$ cat config.mk
export PLATFORM = sky130hd
export DESIGN_NAME = vi_pattern_gen
export DESIGN_NICKNAME = d
export VERILOG_FILES = /design/src/rtl/vi_pattern_gen.sv
export SDC_FILE = /design/constraint.sdc
export NUM_CORES = 1
export LEC_CHECK = 0
export ABC_AREA = 1
export CORE_UTILIZATION = 58
export DETAILED_ROUTE_END_ITERATION = 8
export PLACE_DENSITY = 0.84
export SYNTH_ARGS = -nofsm -noshare
export SYNTH_HDL_FRONTEND = slang
export SYNTH_SLANG_ARGS = --single-unit
$ cat constraint.sdc
create_clock -name clk -period 4.4 [get_ports clk]
set_clock_uncertainty 0.05 [all_clocks]
set_input_delay 0.66 -clock clk [delete_from_list [all_inputs] [get_ports clk]]
set_output_delay 0.66 -clock clk [all_outputs]
set_load 0.05 [all_outputs]
$ cat src/rtl/vi_pattern_gen.sv
// vi_pattern_gen: raster timing generator plus four test patterns
// (solid, colour bars, gray ramp, scrolling checkerboard) that feeds
// the video-input side of the pipeline. mode/color are shadowed at
// frame boundaries so mid-frame changes never tear a frame.
module vi_pattern_gen #(
    parameter int H_DISP      = 1280,
    parameter int H_FRONT     = 110,
    parameter int H_SYNC      = 40,
    parameter int H_BACK      = 220,
    parameter int V_DISP      = 720,
    parameter int V_FRONT     = 5,
    parameter int V_SYNC      = 5,
    parameter int V_BACK      = 20,
    parameter int CHECK_SHIFT = 5
) (
    input  logic        clk,
    input  logic        rst_n,
    input  logic        EN,
    input  logic [1:0]  mode,
    input  logic [15:0] color,
    output logic        vs,
    output logic        hs,
    output logic        de,
    output logic [15:0] data,
    output logic [7:0]  frame_cnt
);
    localparam int H_TOTAL = H_SYNC + H_BACK + H_DISP + H_FRONT;
    localparam int V_TOTAL = V_SYNC + V_BACK + V_DISP + V_FRONT;
    localparam int H_START = H_SYNC + H_BACK;
    localparam int V_START = V_SYNC + V_BACK;
    localparam int BAR_W   = H_DISP / 8;
    localparam int HW      = $clog2(H_TOTAL);
    localparam int VW      = $clog2(V_TOTAL);
    localparam int XW      = (H_DISP > 1) ? $clog2(H_DISP) : 1;
    localparam int YW      = (V_DISP > 1) ? $clog2(V_DISP) : 1;
    localparam int BCW     = (BAR_W > 1) ? $clog2(BAR_W) : 1;

    typedef enum logic {S_IDLE = 1'b0, S_RUN = 1'b1} state_t;

    state_t          r_state, w_state_nxt;
    logic [HW-1:0]   r_h_cnt;
    logic [VW-1:0]   r_v_cnt;
    logic [1:0]      r_sh_mode;
    logic [15:0]     r_sh_color;
    logic [7:0]      r_frame_cnt;
    logic [2:0]      r_bar_idx;
    logic [BCW-1:0]  r_bar_cnt;
    logic            r_vs, r_hs, r_de;
    logic [15:0]     r_data;

    logic            w_frame_end, w_latch, w_h_last;
    logic            w_h_act, w_v_act, w_de;
    logic [XW-1:0]   w_x, w_xs;
    logic [YW-1:0]   w_y;
    logic [5:0]      w_g6;
    logic            w_cx, w_cy;
    logic [15:0]     w_bar, w_pix;

    assign w_h_last = (r_h_cnt == HW'(H_TOTAL - 1));

    // Run control: next state and when to (re)capture the shadows
    always_comb begin
        w_state_nxt = r_state;
        w_frame_end = 1'b0;
        w_latch     = 1'b0;
        case (r_state)
            S_IDLE: begin
                if (EN) begin
                    w_state_nxt = S_RUN;
                    w_latch     = 1'b1;
                end
            end
            S_RUN: begin
                w_frame_end = w_h_last && (r_v_cnt == VW'(V_TOTAL - 1));
                if (w_frame_end) begin
                    if (EN) w_latch     = 1'b1;
                    else    w_state_nxt = S_IDLE;
                end
            end
            default: w_state_nxt = S_IDLE;
        endcase
    end

    // State register
    always_ff @(posedge clk) begin
        if (!rst_n) r_state <= S_IDLE;
        else        r_state <= w_state_nxt;
    end

    // Raster counters; held at 0 while idle and restarted at frame end
    always_ff @(posedge clk) begin
        if (!rst_n || r_state == S_IDLE || w_frame_end) begin
            r_h_cnt <= '0;
            r_v_cnt <= '0;
        end else if (w_h_last) begin
            r_h_cnt <= '0;
            r_v_cnt <= r_v_cnt + VW'(1);
        end else begin
            r_h_cnt <= r_h_cnt + HW'(1);
        end
    end

    // Shadowed pattern configuration, captured only at frame boundaries
    always_ff @(posedge clk) begin
        if (!rst_n) begin
            r_sh_mode  <= 2'b00;
            r_sh_color <= 16'h0000;
        end else if (w_latch) begin
            r_sh_mode  <= mode;
            r_sh_color <= color;
        end
    end

    // Completed-frame counter, bumped on the frame-end edge itself
    always_ff @(posedge clk) begin
        if (!rst_n)           r_frame_cnt <= 8'd0;
        else if (w_frame_end) r_frame_cnt <= r_frame_cnt + 8'd1;
    end

    assign w_h_act = (r_h_cnt >= HW'(H_START)) && (r_h_cnt < HW'(H_START + H_DISP));
    assign w_v_act = (r_v_cnt >= VW'(V_START)) && (r_v_cnt < VW'(V_START + V_DISP));
    assign w_de    = w_h_act && w_v_act;
    assign w_x     = XW'(r_h_cnt - HW'(H_START));
    assign w_y     = YW'(r_v_cnt - VW'(V_START));

    // Bar index: zero outside the active part of a line, so it is clear
    // on the first pixel; saturates at 7 so the last bar takes the remainder
    always_ff @(posedge clk) begin
        if (!rst_n || r_state == S_IDLE || !w_h_act) begin
            r_bar_idx <= 3'd0;
            r_bar_cnt <= '0;
        end else if (r_bar_cnt == BCW'(BAR_W - 1)) begin
            r_bar_cnt <= '0;
            if (r_bar_idx != 3'd7) r_bar_idx <= r_bar_idx + 3'd1;
        end else begin
            r_bar_cnt <= r_bar_cnt + BCW'(1);
        end
    end

    // Bar colour lookup
    always_comb begin
        w_bar = 16'h0000;
        case (r_bar_idx)
            3'd0: w_bar = 16'hFFFF;
            3'd1: w_bar = 16'hFFE0;
            3'd2: w_bar = 16'h07FF;
            3'd3: w_bar = 16'h07E0;
            3'd4: w_bar = 16'hF81F;
            3'd5: w_bar = 16'hF800;
            3'd6: w_bar = 16'h001F;
            default: w_bar = 16'h0000;
        endcase
    end

    // Gray ramp uses x[7:2]; checkerboard sum wraps at x's own width
    assign w_g6 = 6'(8'(w_x) >> 2);
    assign w_xs = w_x + XW'(r_frame_cnt);
    assign w_cx = |((w_xs >> CHECK_SHIFT) & XW'(1));
    assign w_cy = |((w_y >> CHECK_SHIFT) & YW'(1));

    // Pattern select from the shadowed mode
    always_comb begin
        w_pix = 16'h0000;
        case (r_sh_mode)
            2'b00: w_pix = r_sh_color;
            2'b01: w_pix = w_bar;
            2'b10: w_pix = {w_g6[5:1], w_g6, w_g6[5:1]};
            default: w_pix = (w_cx ^ w_cy) ? 16'h0000 : 16'hFFFF;
        endcase
    end

    // Registered video outputs, one cycle behind the counters
    always_ff @(posedge clk) begin
        if (!rst_n || r_state == S_IDLE) begin
            r_vs   <= 1'b0;
            r_hs   <= 1'b0;
            r_de   <= 1'b0;
            r_data <= 16'h0000;
        end else begin
            r_vs   <= (r_v_cnt < VW'(V_SYNC));
            r_hs   <= (r_h_cnt < HW'(H_SYNC));
            r_de   <= w_de;
            r_data <= w_de ? w_pix : 16'h0000;
        end
    end

    assign vs        = r_vs;
    assign hs        = r_hs;
    assign de        = r_de;
    assign data      = r_data;
    assign frame_cnt = r_frame_cnt;

endmodule

### Word level (Yosys, flattened, before mapping)

Cells that the tools add are included.

* output and inout port bits: 27
* logic and storage cells: 65
* bits in registers: 78

* bitwise logic cells: 3
* order comparisons: 6
* $add $sub $neg: 8
* mux-type cells: 9
* eq/ne operators: 12
* reductions and logical operators: 15

Operators with widths (number)
* case mux 16 bit (7 select lines): 1
* case mux 16 bit (3 select lines): 1
* adder 8 x 1 -> 8 bit, second input constant: 2
* two-way mux 16 bit: 1
* adder 11 x 1 -> 11 bit, second input constant: 1
* == test 11 bit, second input constant: 1
* greater-or-equal comparator 11 x 9 -> 1 bit, second input constant: 1
* less-than comparator 11 bit, second input constant: 1
* less-than comparator 11 x 6 -> 1 bit, second input constant: 1
* adder 10 x 1 -> 10 bit, second input constant: 1
* == test 10 bit, second input constant: 1
* greater-or-equal comparator 10 x 5 -> 1 bit, second input constant: 1
* less-than comparator 10 bit, second input constant: 1
* less-than comparator 10 x 3 -> 1 bit, second input constant: 1
* == test 3 bit, second input constant: 3
* == test 8 bit, second input constant: 1
* subtractor 8 x 3 -> 8 bit, second input constant: 1
* adder 6 bit: 1
* == test 3 x 2 -> 1 bit, second input constant: 2
* OR reduction 2 bit: 3
* subtractor 6 x 5 -> 6 bit, second input constant: 1
* logical AND 1 bit: 4
* two-way mux 1 bit: 4
* case mux 1 bit (2 select lines): 2
* other kinds (12): 16

### Depth between registers and ports, before layout

Gate-level depths: netlist of the first run.

* depth after elaboration: 5
* mapped depth: 17

### Worst setup path after synthesis of the first run

Ideal clock, no wire load.

* kind: reg-to-reg
* start: register r_h_cnt[2]
* end: register r_data[12], in the netlist data[12]
* required time: 4284 ps
* library setup time: 66 ps
* arrival time: 2070 ps
* stages on the path, launching flop included: 17
* path buffers: 1
* setup slack: 2214 ps
* cell sequence: dfxtp_1 > inv_1 > ha_1 > nor2_1 > nor2_1 > ha_1 > nand2_1 > nor2_1 > nand2_1 > nand3_1 > nand2_1 > nand2_1 > inv_1 > nand2_2 > nand3_4 > buf_6 > a21oi_2

* cells in the longest elaborated chain, start to end: 5

RTL lines
* start: declaration: RTL line 41 `logic [HW-1:0] r_h_cnt;`
* start signal: assignment: RTL line 99 `r_h_cnt <= r_h_cnt + HW'(1);`
* subtractor 8 x 3 -> 8 bit (tied with other cells): RTL line 123 `assign w_x = XW'(r_h_cnt - HW'(H_START));`
* adder 6 bit / logical AND 1 bit (equally long branches): RTL line 157, 120
* XOR 1 bit / logical AND 1 bit (equally long branches): RTL line 168, 122
* two-way mux 16 bit / NOT 1 bit (equally long branches)
* case mux 16 bit (3 select lines) / OR reduction 2 bit (equally long branches)
* end signal: assignment: RTL line 183 `r_data <= w_de ? w_pix : 16'h0000;`
* end: declaration: RTL line 49 `logic [15:0] r_data;`

Parallel ways exist; a longest one is shown, timed or not.
A chain may end at the register's enable or synchronous reset.

### Final worst setup path of the first run

* start: register r_h_cnt[2]
* end: register r_data[0], in the netlist data[0]

The elaborated chain is that of the path after synthesis.

==> impl_metrics.sql, run 1 <==
INSERT INTO impl_metrics (metric_group, metric, value, unit) VALUES
('detailed_routing', 'postRouteAntennaNets', '0', ''),
('min_path', 'worstHoldStart', 'r_bar_cnt[0]$_SDFF_PP0_', ''),
('cts', 'tritoncts', 'yes', ''),
('critical_path', 'worstRegToRegCells', '15', ''),
('synthesis', 'synth_adder_area_share', '6.67', '%'),
('cts', 'clock_latency', '360', 'ps'),
('cts', 'clock_sink_count', '78', ''),
('cts', 'cts.root.buffer_cell', 'clkbuf_8', ''),
('layout', 'syn2layout_area_growth', '17.1', '%'),
('place', 'dp_worst_setup_slack', '1490', 'ps'),
('cts', 'ctsResizeCount', '0', ''),
('critical_path', 'worst-path-max-fanout', '16', ''),
('place', 'place_inst', '634', ''),
('critical_path', 'reg2reg_to', 'data[0]$_SDFF_PP0_', ''),
('synthesis', 'synth_fp_nets', '564', ''),
('die', 'initial_utilization', '61.0', '%'),
('synthesis', 'leading_register_cell_type_out_of_synthesis', 'dfxtp_1', ''),
('detailed_routing', 'routedWlPerCell', '12.8', 'µm'),
('critical_path', 'setup_slack_reg_to_reg', '1780', 'ps'),
('detailed_routing', 'routed_wl', '8300', 'µm'),
('synthesis', 'yosysWarnings', '0', ''),
('die', 'die_y', '84.4', 'µm'),
('critical_path', 'regToRegStartpoint', 'r_h_cnt[2]$_SDFF_PP0_', ''),
('status', 'run_status', 'finished with violations', ''),
('critical_path', 'criticalPathCategory', 'register to register', ''),
('detailed_routing', 'detail_route.iter0.violations', '201', ''),
('synthesis', 'synthesis.instances', '522', ''),
('place', 'place_hpwl', '6220', 'µm'),
('cts', 'htree_levels', '3', ''),
('detailed_routing', 'detail_route.drc_violations', '1', ''),
('synthesis', 'synth_compound_area_share', '13.0', '%'),
('status', 'violations', 'DRC', ''),
('sta', 'final.setup.worst_slack', '1780', 'ps'),
('min_path', 'hold_path_class', 'register to register', ''),
('synthesis', 'postSynthAreaPerCell', '7.55', 'µm²'),
('place', 'place_congestion', '0.891', ''),
('detailed_routing', 'detailedRoute.firstPassIterationCount', '7', ''),
('synthesis', 'synth_top_family_by_area', 'simple AND/OR/NAND/NOR gates', ''),
('synthesis', 'synth.yosys.seq_area_share', '39.6', '%'),
('die', 'count_of_pins_on_the_block_boundary', '48', ''),
('cts', 'post_cts_setup_repair_bufs', '0', ''),
('sta', 'setup_total_neg_slack', '0', 'ps'),
('layout', 'layout.cells.non_filler', '650', ''),
('sta', 'slew_margin_rel', '43.3', '%'),
('sta', 'tightestPinTransition', '847', 'ps'),
('synthesis', 'syn-cell-area', '0.00394', 'mm²'),
('cts', 'clk_path_buf_depth', '2', ''),
('synthesis', 'synth_common_cells', '90 x nand2_1, 81 x nor2_1, 78 x dfxtp_1', ''),
('global_routing', 'global_route_wire_length_before_repair', '13900', 'µm'),
('layout', 'layout-drive-gt1-share', '9.95', '%'),
('pwr', 'peakVddDrop', '0.000193', 'V'),
('job', 'cap_viol_max_count', '0', ''),
('layout', 'fill_cells', '510', ''),
('global_routing', 'antenna_found_initial', '0', ''),
('sta', 'timing_hold_violations_final', '0', ''),
('sta', 'period_minus_slack', '2620', 'ps'),
('global_routing', 'grt.total_usage', '24.5', '%'),
('synthesis', 'number_of_flops_mapped_to_enable_cells_by_yosys', '0', ''),
('synthesis', 'synth.distinct_cells', '44', ''),
('synthesis', 'synth_top_cell_area_share', '39.6', '%'),
('synthesis', 'synth.top_cells.by_area', 'dfxtp_1 40%, nand2_1 8.6%, nor2_1 7.7%', ''),
('synthesis', 'yosysMostFrequentCell', 'nand2_1', ''),
('synthesis', 'async_reset_ff_share', '0', '%'),
('sta', 'rsz_0062_raised_after_global_routing', 'no', ''),
('synthesis', 'synth_seq_cells', '78', ''),
('detailed_routing', 'detail_route.vias_per_cell', '5.28', ''),
('die', 'design.die.area', '0.00712', 'mm²'),
('cts', 'cts_inserted_buffers', '9', ''),
('die', 'core_region_area', '0.00646', 'mm²'),
('synthesis', 'synth-xor-area-share', '3.56', '%'),
('sta', 'report.final.setup_viol', '0', '');
## cells in the final DEF, fill, tap and decap left out, types with 3 or more instances in the layout
| cell type | netlist | routed |
|---|---|---|
| xnor2_1 | 5 | 5 |
| inv_2 | 10 | 10 |
| o21ai_1 | 13 | 13 |
| nand2_1 | 90 | 90 |
| clkdlybuf4s50_1 | 0 | 47 |
| a21oi_1 | 36 | 36 |
| clkbuf_8 | 0 | 9 |
| xor2_1 | 11 | 11 |
| clkinvlp_4 | 0 | 3 |
| nand2_2 | 5 | 5 |
| nor2_1 | 81 | 81 |
| a21oi_2 | 10 | 10 |
| inv_1 | 56 | 56 |
| o21ai_0 | 15 | 15 |
| nand3_1 | 22 | 22 |
| nand4_1 | 5 | 5 |
| dfxtp_1 | 78 | 78 |
| nor3_1 | 17 | 17 |
| ha_1 | 21 | 21 |
| nor2_4 | 4 | 4 |
| a211oi_1 | 6 | 6 |
## worst max-delay path: stages, from the launching register on
cell     delay [ps]
dfxtp_1         460
inv_1           190
ha_1            270
nor2_1          150
nor2_1           90
ha_1            290
nand2_1          60
nor2_1          110
nand2_1          80
nand3_1          80
nand2_1          60
nand2_1         100
inv_1            60
nand2_2          80
nand3_4         210
a21oi_1         220
## where the power goes
part / internal, W / total [W] / leakage (nW) / switching, W
sequential: 0.000722 / 0.000735 / 0.633 / 0.0000130
clock: 0.000265 / 0.000535 / 0.0891 / 0.000270
combinational: 0.0000471 / 0.000120 / 1.09 / 0.0000733
total: 0.00103 / 0.00139 / 1.81 / 0.000357
## cell families (layout without fill, tap and decap cells)
family / Yosys count / in the layout
buffers and inverters: 80 / 131
DFF: 78 / 78
AOI/OAI and AO/OA: 87 / 87
and+or+nand+nor: 240 / 240
adders and majority gates: 21 / 21
xor gates and xnor gates: 16 / 16
## area by class of cell
cell class	instances	area, µm²	share of cell area (%)
sequential	78	1560	33.8
multi-input combinational	364	2030	44.0
tap	77	96.3	2.09
clock inverter	6	70.1	1.52
clock buffer	10	128	2.77
inverter	68	258	5.59
timing repair buffer	47	470	10.2
## registers in the layout (all words and copies together) (netlist names), 2 cells and up
name	flops
r_v_cnt	10
r_h_cnt	11
r_bar_cnt	8
r_sh_mode	2
r_sh_color	16
data	16
frame_cnt	8
r_bar_idx	3
## stage by stage
stage | utilization [%] | hold WS (ps) | instance area [µm²]
global placement | 68.4 | 377 | 4420
global route | 71.4 | 418 | 4610
detailed placement | 68.4 | 393 | 4420
floorplan | - | 368 | 3940
finish | 71.4 | 404 | 4610
CTS | 71.4 | 406 | 4610
## worst min-delay path by stage
stage                         endpoint  slack, ps  cells past startpoint
4_1_cts        r_bar_cnt[0]$_SDFF_PP0_        410                      1
2_1_floorplan  r_bar_cnt[0]$_SDFF_PP0_        370                      1
3_3_place_gp   r_bar_cnt[0]$_SDFF_PP0_        380                      1
5_1_grt        r_bar_cnt[0]$_SDFF_PP0_        420                      1
3_5_place_dp   r_bar_cnt[0]$_SDFF_PP0_        390                      1
6_report       r_bar_cnt[0]$_SDFF_PP0_        400                      1
## routing by layer
metal / routed length [µm] / vias up / global-route usage, %
li1: - / 1765 / -
met4: 163 / 0 / 12.0
met2: 4000 / 83 / 41.4
met5: 0 / - / 0
met3: 337 / 18 / 3.93
met1: 3800 / 1566 / 30.7
No activity file was read; power rests on OpenSTA's default activity.
==> inputs of run 2 (changes only) <==
--- a/config.mk
+++ b/config.mk
@@ -6,9 +6,9 @@
 export NUM_CORES = 1
 export LEC_CHECK = 0
 export ABC_AREA = 1
-export CORE_UTILIZATION = 58
+export CORE_UTILIZATION = 50
 export DETAILED_ROUTE_END_ITERATION = 8
-export PLACE_DENSITY = 0.84
+export PLACE_DENSITY = 0.77
 export SYNTH_ARGS = -nofsm -noshare
 export SYNTH_HDL_FRONTEND = slang
 export SYNTH_SLANG_ARGS = --single-unit
==> constraint.sdc (replaced) <==
create_clock -name clk -period 2.2 [get_ports clk]
set_clock_uncertainty 0.05 [all_clocks]
set_input_delay 0.33 -clock clk [delete_from_list [all_inputs] [get_ports clk]]
set_output_delay 0.33 -clock clk [all_outputs]
set_load 0.05 [all_outputs]
==> impl_metrics.sql, run 2 (synthesized netlist as in run 1, its figures left out) <==
INSERT INTO impl_metrics (metric_group, metric, value, unit) VALUES
('global_routing', 'grt.total_usage', '22.8', '%'),
('sta', 'setup_total_neg_slack', '0', 'ps'),
('status', 'run_status', 'finished, final reports clean', ''),
('detailed_routing', 'detail_route.drc_violations', '0', ''),
('layout', 'antenna_cells', '0', ''),
('min_path', 'hold_path_class', 'register to register', ''),
('global_routing', 'global_route_wire_length_before_repair', '15000', 'µm'),
('die', 'initial_utilization', '52.9', '%'),
('detailed_routing', 'postRouteAntennaNets', '0', ''),
('detailed_routing', 'detail_route.iter0.violations', '222', ''),
('die', 'design.die.area', '0.00824', 'mm²'),
('sta', 'report.final.setup_viol', '0', ''),
('detailed_routing', 'detailedRoute.firstPassIterationCount', '5', ''),
('sta', 'rsz_0062_raised_after_global_routing', 'yes', ''),
('critical_path', 'critical_path_cell_count', '1', ''),
('critical_path', 'startpoint_type', 'register', ''),
('sta', 'tightestPinTransition', '509', 'ps'),
('layout', 'syn2layout_area_growth', '20.6', '%'),
('layout', 'layout-drive-gt1-share', '13.4', '%'),
('layout', 'final_common_cell', 'nand2_1', ''),
('global_routing', 'grt.overflow.total', '0', ''),
('sta', 'timing.final.max_slew_violations', '0', ''),
('global_routing', 'grt_pass1_vias', '3274', ''),
('critical_path', 'regToRegStartpoint', 'r_h_cnt[2]$_SDFF_PP0_', ''),
('place', 'dp_worst_setup_slack', '13.2', 'ps'),
('critical_path', 'crit_chain', 'clkdlybuf4s50_1', ''),
('sta', 'fmaxAchievable', '0.482', 'GHz'),
('critical_path', 'critical_path_required', '1820', 'ps'),
('layout', 'util_after_layout', '63.8', '%'),
('detailed_routing', 'routedWlPerCell', '12.8', 'µm'),
('min_path', 'worstHoldPathCells', '1', ''),
('cts', 'tritoncts', 'yes', ''),
('critical_path', 'crit_slowest_cell', 'clkdlybuf4s50_1', ''),
('critical_path', 'reg2reg_to', 'data[8]$_SDFF_PP0_', ''),
('critical_path', 'max_stage_delay', '860', 'ps'),
('critical_path', 'crit_family', 'buffers and inverters', ''),
('cts', 'clock_sink_count', '78', ''),
('cts', 'hold_buffers', '0', ''),
('sta', 'timing_hold_violations_final', '0', ''),
('place', 'place_hpwl', '6440', 'µm'),
('critical_path', 'setup_slack_reg_to_reg', '160', 'ps'),
('die', 'count_of_pins_on_the_block_boundary', '48', ''),
('sta', 'final.period_utilization', '94.3', '%'),
('sta', 'slew_margin_rel', '65.9', '%'),
('pwr', 'leakagePower', '1.86', 'nW'),
('die', 'placementRows', '31', ''),
('die', 'core_region_area', '0.00745', 'mm²'),
('cts', 'cts.root.buffer_cell', 'clkbuf_8', ''),
('detailed_routing', 'detail_route.vias_per_cell', '5.15', ''),
('layout', 'commonest_non_fill_non_tap_cells_in_the_layout', '87 x nand2_1, 79 x nor2_1, 76 x dfxtp_1', ''),
('job', 'cap_viol_max_count', '0', ''),
('critical_path', 'worst-path-max-fanout', '6', ''),
('pwr', 'post-layout-total-power', '0.00276', 'W'),
('die', 'die_y', '90.8', 'µm'),
('pwr', 'pwr_density_cell', '581', 'mW/mm²'),
('die', 'die_x', '90.8', 'µm'),
('cts', 'cts_inserted_buffers', '9', ''),
('cts', 'clk_path_buf_depth', '2', ''),
('layout', 'layout.cells.non_filler', '681', ''),
('cts', 'htree_levels', '3', ''),
('global_routing', 'grt_max_degree', '24', ''),
('place', 'place_inst', '664', ''),
('critical_path', 'worstRegToRegCells', '13', ''),
('detailed_routing', 'vias', '3506', ''),
('sta', 'period_minus_slack', '2070', 'ps'),
('cts', 'clk_pin_slew', '80', 'ps'),
('cts', 'clock_latency', '350', 'ps'),
('sta', 'final.setup.worst_slack', '125', 'ps'),
('critical_path', 'worstSetupEndpointType', 'output pin', ''),
('critical_path', 'criticalPathCategory', 'register to output pin', ''),
('place', 'place_congestion', '0.894', ''),
('critical_path', 'crit_buf_inv', '1', ''),
('critical_path', 'timing.critical_path.arrival', '1690', 'ps'),
('place', 'place.port_buffers', '47', ''),
('critical_path', 'endpoint', 'frame_cnt[4]', ''),
('layout', 'layout.nets', '620', ''),
('critical_path', 'startpoint', 'frame_cnt[4]$_SDFFE_PN0P_', ''),
('pwr', 'peakVddDrop', '0.000245', 'V'),
('detailed_routing', 'routed_wl', '8710', 'µm'),
('global_routing', 'antenna_found_initial', '0', '');
run 2: cell count changes in the layout (fill, tap and decap cells not counted), sizes merged:
cell	delta
inv	-1
nand3	+1
buf	+9
clkbuf	-1
clkinvlp	-1
clkinv	+2
run 2: worst min path at each step:
stage / startpoint / end / slack (ps)
global placement: r_bar_cnt[0]$_SDFF_PP0_ / r_bar_cnt[0]$_SDFF_PP0_ / 380
detailed placement: r_bar_cnt[0]$_SDFF_PP0_ / r_bar_cnt[0]$_SDFF_PP0_ / 400
finish: r_bar_cnt[0]$_SDFF_PP0_ / r_bar_cnt[0]$_SDFF_PP0_ / 410
global route: r_bar_cnt[0]$_SDFF_PP0_ / r_bar_cnt[0]$_SDFF_PP0_ / 430
floorplan: r_bar_cnt[0]$_SDFF_PP0_ / r_bar_cnt[0]$_SDFF_PP0_ / 370
CTS: r_bar_cnt[0]$_SDFF_PP0_ / r_bar_cnt[0]$_SDFF_PP0_ / 410
run 2: layer usage:
| metal | global-route usage (%) | vias up | part of all wire (%) |
|---|---|---|---|
| li1 | - | 1798 | - |
| met1 | 31.1 | 1593 | 49 |
| met2 | 35.7 | 103 | 45 |
| met3 | 4.97 | 12 | 4.9 |
| met4 | 7.53 | 0 | 1.3 |
| met5 | 0 | - | 0 |
run 2: through the flow:
stage          hold slack [ps]  instance area [µm²]
5_1_grt                    432                 4750
2_1_floorplan              368                 3940
3_3_place_gp               378                 4500
6_report                   409                 4750
3_5_place_dp               399                 4500
4_1_cts                    413                 4690
run 2: timing repair:
action | in CTS | in global routing
gates cloned | 0 | 1
gates resized for setup | 0 | 14
setup buffers | 0 | 1
pin swaps | 0 | 6
setup endpoints to repair | 2 | 16
run 2: layout make-up:
cell class / instances / area (µm²)
fill: 658 / 2700
inverter: 68 / 258
tap: 99 / 124
clock buffer: 9 / 124
timing repair buffer: 56 / 538
multi-input combinational: 365 / 2080
sequential: 78 / 1560
clock inverter: 6 / 63.8
run 2: power breakdown:
group | internal [W] | total, W | switching, W
clock | 0.000515 | 0.00104 | 0.000526
sequential | 0.00144 | 0.00147 | 0.0000297
combinational | 0.0000991 | 0.000246 | 0.000147
==> inputs of run 3 (changes only) <==
--- a/config.mk
+++ b/config.mk
@@ -7,6 +7,7 @@
 export LEC_CHECK = 0
 export ABC_AREA = 1
 export CORE_UTILIZATION = 50
+export CTS_CLUSTER_DIAMETER = 80
 export DETAILED_ROUTE_END_ITERATION = 8
 export PLACE_DENSITY = 0.77
 export SYNTH_ARGS = -nofsm -noshare
==> results of run 3 <==
Same layout as run 2: the final DEF is identical, and so are final timing and power.
